`src/rtl/ide_strobe_sequencer.sv`:
```
// ide_strobe_sequencer: filters sampled IDE DIOR-/DIOW- strobes into register read/write requests.
module ide_strobe_sequencer #(
  parameter int FILT_CYCLES = 2,
  parameter int OE_HOLD = 1
) (
  input  logic       clk,
  input  logic       rst_n,
  input  logic       en,
  input  logic       dior_n_in,
  input  logic       diow_n_in,
  input  logic       cs0_n_in,
  input  logic       cs1_n_in,
  input  logic [2:0] da_in,
  output logic [3:0] reg_addr,
  output logic       reg_rd,
  output logic       reg_wr,
  output logic       data_cap_en,
  output logic       data_oe,
  output logic       busy,
  output logic [7:0] glitch_cnt,
  output logic [7:0] err_cnt
);
  typedef enum logic [2:0] {IDLE, RD_FILT, RD_ACTIVE, WR_FILT, WR_ACTIVE, RECOVER} state_t;
  state_t state, state_d;
  logic [3:0] cnt, cnt_d;
  logic [4:0] ent, cur;
  logic armed, armed_d, rd_xfer, rd_xfer_d, err_prev;
  logic sel_ok, hi, filt, err_cond, start, accept, glitch;
  assign cur = {cs1_n_in, cs0_n_in, da_in};
  assign sel_ok = cs0_n_in ^ cs1_n_in;
  assign hi = dior_n_in & diow_n_in;
  assign filt = state == RD_FILT || state == WR_FILT;
  assign err_cond = en && state == IDLE &&
                    ((!dior_n_in && !diow_n_in) || (!cs0_n_in && !cs1_n_in && !hi));
  assign start = en && armed && sel_ok && (dior_n_in ^ diow_n_in) && state == IDLE;
  assign accept = filt && cnt == FILT_CYCLES[3:0];
  assign glitch = filt && !accept && (cur != ent ||
                  (state == RD_FILT ? dior_n_in : diow_n_in));
  // a strobe left low across RECOVER or reset must be seen high before it can start a transfer
  assign armed_d = state == IDLE ? (armed | hi) : state == RECOVER ? hi : 1'b0;
  always_ff @(posedge clk or negedge rst_n) begin
    if (!rst_n) begin
      state <= IDLE;
      cnt <= '0;
      rd_xfer <= 1'b0;
      armed <= 1'b0;
      ent <= '0;
      reg_addr <= '0;
      glitch_cnt <= '0;
      err_cnt <= '0;
      err_prev <= 1'b0;
    end else begin
      state <= state_d;
      cnt <= cnt_d;
      rd_xfer <= rd_xfer_d;
      armed <= armed_d;
      err_prev <= err_cond;
      if (start) ent <= cur;
      if (accept) reg_addr <= {~ent[4], ent[2:0]};
      if (glitch && glitch_cnt != 8'hff) glitch_cnt <= glitch_cnt + 8'd1;
      if (err_cond && !err_prev && err_cnt != 8'hff) err_cnt <= err_cnt + 8'd1;
    end
  end
  always_comb begin
    state_d = state;
    cnt_d = cnt;
    rd_xfer_d = rd_xfer;
    case (state)
      IDLE: if (start) begin
        state_d = dior_n_in ? WR_FILT : RD_FILT;
        cnt_d = 4'd1;
      end
      RD_FILT, WR_FILT: begin
        state_d = accept ? (state == RD_FILT ? RD_ACTIVE : WR_ACTIVE) : glitch ? IDLE : state;
        cnt_d = accept ? cnt : glitch ? 4'd0 : cnt + 4'd1;
      end
      RD_ACTIVE: if (dior_n_in) begin
        state_d = RECOVER;
        cnt_d = 4'(OE_HOLD);
        rd_xfer_d = 1'b1;
      end
      WR_ACTIVE: if (diow_n_in) begin
        state_d = RECOVER;
        cnt_d = 4'd1;
        rd_xfer_d = 1'b0;
      end
      RECOVER: begin
        state_d = cnt == 4'd0 ? IDLE : RECOVER;
        cnt_d = cnt == 4'd0 ? cnt : cnt - 4'd1;
      end
      default: state_d = IDLE;
    endcase
  end
  always_comb begin
    reg_rd = state == RD_FILT && accept;
    reg_wr = state == WR_ACTIVE && diow_n_in;
    data_cap_en = state == WR_ACTIVE && !diow_n_in;
    data_oe = state == RD_ACTIVE || (state == RECOVER && rd_xfer && cnt != 4'd0);
    busy = state != IDLE;
  end
endmodule

```
`config.mk`:
```
export PLATFORM = sky130hd
export DESIGN_NAME = ide_strobe_sequencer
export DESIGN_NICKNAME = d
export VERILOG_FILES = /design/src/rtl/ide_strobe_sequencer.sv
export SDC_FILE = /design/constraint.sdc
export NUM_CORES = 1
export LEC_CHECK = 0
export ABC_AREA = 1
export BUFFER_PORTS_ARGS = -buffer_cell sky130_fd_sc_hd__buf_2
export CAP_MARGIN = 30
export CORE_MARGIN = 4
export CORE_UTILIZATION = 45
export CTS_BUF_LIST = sky130_fd_sc_hd__clkbuf_8
export DETAILED_ROUTE_END_ITERATION = 7
export PLACE_DENSITY_LB_ADDON = 0.08
export SLEW_MARGIN = 20
export SYNTH_ARGS = -nofsm -noshare
export SYNTH_HDL_FRONTEND = slang
export SYNTH_SLANG_ARGS = --single-unit
```
`constraint.sdc`:
```
create_clock -name clk -period 1.7 [get_ports clk]
set_clock_uncertainty 0.15 [all_clocks]
set_input_delay 0.085 -clock clk [delete_from_list [all_inputs] [get_ports clk]]
set_output_delay 0.085 -clock clk [all_outputs]
set_load 0.03 [all_outputs]
```
==> results.tsv <==
stage	metric	value	unit
floorplanning	Starting Density	48.1	%
synthesis	Post-Synth Adder-Cell Area	5.20	%
synthesis	Yosys warning total	0	
synthesis	async set or reset register ratio after synthesis	100	%
floorplanning	chip width	77.4	um
floorplanning	I/O pin count	35	
synthesis	Syn Inst Count	269	
setup_path	CP Class	reg -> out	
timing	Fin. Hold Viols	0	
setup_path	RR Startpoint	state[0]	
synthesis	Yosys top cell by area	dfrtp_1	
setup_path	CP arrival	1420	ps
global_routing	vias in the first global route	1743	
timing	Max Clk Rate	0.606	GHz
setup_path	worst r2r dst	glitch_cnt[2]	
global_routing	GRT Total Usage	16.2	%
synthesis	post-synthesis average cell area	8.06	um^2
setup_path	Critical Path Fanout Max	5	
clocking	CTS sink cnt	35	
synthesis	synthesized net count	288	
setup_path	CP startpoint kind	flip-flop	
power	total power	0.00476	W
timing	RSZ-0062 raised after global routing	true	
clocking	TritonCTS clock tree	done	
finish	layout cells sized above 1	39.8	%
synthesis	post-synthesis mux area share	0	%
timing	worst slew pin tran	290	ps
floorplanning	FP Rows	24	
detailed_routing	drt first-iter violations	126	
detailed_routing	DRC	0	
placement	DP Area	0.00254	mm^2
finish	final core occ	64.6	%
setup_path	Setup crit end kind	output pin	
setup_path	worst-case reg-to-reg path depth	9	
clocking	worst-skew pair later-pin latency	280	ps
global_routing	antenna violations before repair	0	
timing	Final setup viols	0	
detailed_routing	DR vias	1954	
synthesis	share of the synthesized area in the top cell type	40.4	%
finish	area of all placed cells without fillers	0.00291	mm^2
timing	max-slew violation count	0	
placement	GP Congestion	0.900	
floorplanning	die height	77.4	um
floorplanning	Die ar.	0.00599	mm^2
detailed_routing	antenna-violating nets left	0	
finish	ANT cells	0	
synthesis	largest family of logic cells by synthesized area	simple AND/OR/NAND/NOR gates	
detailed_routing	detailed-route wire length	4990	um
synthesis	Post-synth EDFFs	0	
detailed_routing	wire length on met3	238	um
synthesis	post-synthesis register bit count	35	
synthesis	Synth Area in Compound Gates	7.27	%
synthesis	Yosys cell types	28	
finish	Non-Filler Instances	394	
setup_path	flop2flop setup slack	60	ps
finish	nets@finish	361	
power	Static Leakage	1.49	nW
synthesis	post-synthesis sequential area ratio	40.4	%
detailed_routing	Max Used Layer	met4	
power	Worst VDD drop	1.02	mV
clocking	htree depth	2	
global_routing	largest net degree at the start of global routing	15	
timing	final cycle utilization of the critical path	97.1	%
finish	Syn-to-layout area delta	34.3	%
detailed_routing	drt wl/cell	12.7	um
clocking	Clock Pin Slew Worst Setup and Hold Paths	70	ps
detailed_routing	Pre-Repair DR Iteration Count	4	
finish	most frequent cells in the layout	nand2_1 (69), buf_2 (32), dfrtp_1 (27)	
placement	DP HPWL	3470	um
clocking	root buffer cell	clkbuf_8	
status	status	completed	
placement	Port Buffer Count	34	
run	MaxCap Viol Count	0	
global_routing	first-pass GRT wire length	7940	um
synthesis	top cells by area, synth	dfrtp_1 (40%), nand2_1 (13%), ha_1 (5.2%)	
clocking	cts bufs inserted	5	
hold_path	Tightest Hold Check Type	in -> async	
detailed_routing	met2 WL post-DR	2330	um
detailed_routing	DR vias/cell	4.96	
floorplanning	core area	0.00450	mm^2
finish	commonest non-fill, non-tap cell in the layout	nand2_1	
timing	post-layout min period	1650	ps
synthesis	simple-gate portion of the synthesized area	32.8	%
placement	DP Cell Count	370	
timing	Slew Limit Headroom	80.5	%
synthesis	Top FF cell, synth	dfrtp_1	
setup_path	WP data required	1460	ps
detailed_routing	met1 WL	2340	um
clocking	Max clock buf depth	2	
synthesis	synthesized area	0.00217	mm^2
power	power density over cell area	1640	mW/mm^2
synthesis	post-synthesis xor/xnor area fraction	8.31	%
global_routing	total grt overflow	0	
-- timing repair --
item / 4_1_cts / 5_1_grt
endpoints found under the setup margin: 1 / 21
cloned: 0 / 1
gates resized for setup: 6 / 35
pin swaps: 1 / 11
setup buffers: 0 / 9
hold buffers: 7 / 0
hold endpoints to repair: 41 / 0
-- routing by layer --
metal,track usage (%),vias to the layer above
met5,0,-
met4,4.27,0
met3,3.47,11
met2,26.3,65
met1,22.0,874
li1,-,1004
-- through the flow --
stage	hold WS, ps	setup TNS, ps	worst slack (ps)
finish	61.4	0	48.8
global route	75.1	-362	-46.6
CTS	56.8	0	12.8
detailed placement	-174	0	29.7
global placement	-175	0	24.1
floorplan	-361	0	21.4
-- cell type report --
class / instances / area, um^2
Sequential cell: 35 / 886
Fill cell: 383 / 1590
Clock buffer: 6 / 82.6
Tap cell: 52 / 65.1
Timing Repair Buffer: 66 / 449
Inverter: 31 / 124
Clock inverter: 1 / 5.00
Multi-Input combinational cell: 203 / 1300
-- report_power, final --
group	leakage (nW)	switching [W]	internal, W	total [W]
sequential	0.442	0.000308	0.00116	0.00147
combinational	1.00	0.00163	0.00106	0.00269
clock	0.0470	0.000291	0.000318	0.000608
-- cells in the mapped netlist (2+ instances only) --
cell,n
nor3_1,2
a21oi_1,6
inv_2,8
xor2_1,10
nand3_1,16
nor2_4,3
inv_1,22
nand3_4,2
o21ai_0,14
xnor2_2,3
nand2_1,73
nand4_1,9
a21oi_2,4
dfrtp_1,35
nand2_2,8
ha_1,9
nor2_2,4
nor2_1,27
xnor2_1,5
-- flip-flops by register name, indices dropped and copies added, names as in the netlist --
signal      cells
reg_addr        4
cnt             4
err_prev        1
armed           1
state           3
rd_xfer         1
glitch_cnt      8
err_cnt         8
ent             5
-- critical path, cell delays in order (launching register included) --
cell	delay [ps]
dfrtp_2	460
inv_2	130
nand3_4	120
a21oi_4	160
nand2_1	60
nand2_1	70
buf_6	130
-- cell families after synthesis --
family                     Yosys count
AOI/OAI and AO/OA                   27
xor gates and xnor gates            18
adders and majority gates            9
buffers and inverters               32
DFF                                 35
and+or+nand+nor                    148
-- worst max path at each step --
stage | start | end | slack, ps | cells after the start
final | state[1] | data_oe | 50 | 6
after global routing | da_in[1] | glitch_cnt[2] | -50 | 12
after CTS | state[1] | data_oe | 10 | 6
after detailed placement | err_cnt[0] | err_cnt[3] | 30 | 8
after global placement | state[1] | cnt[0] | 20 | 8
after floorplan | err_cnt[0] | err_cnt[3] | 20 | 8
(Power assumes the default switching activity.)
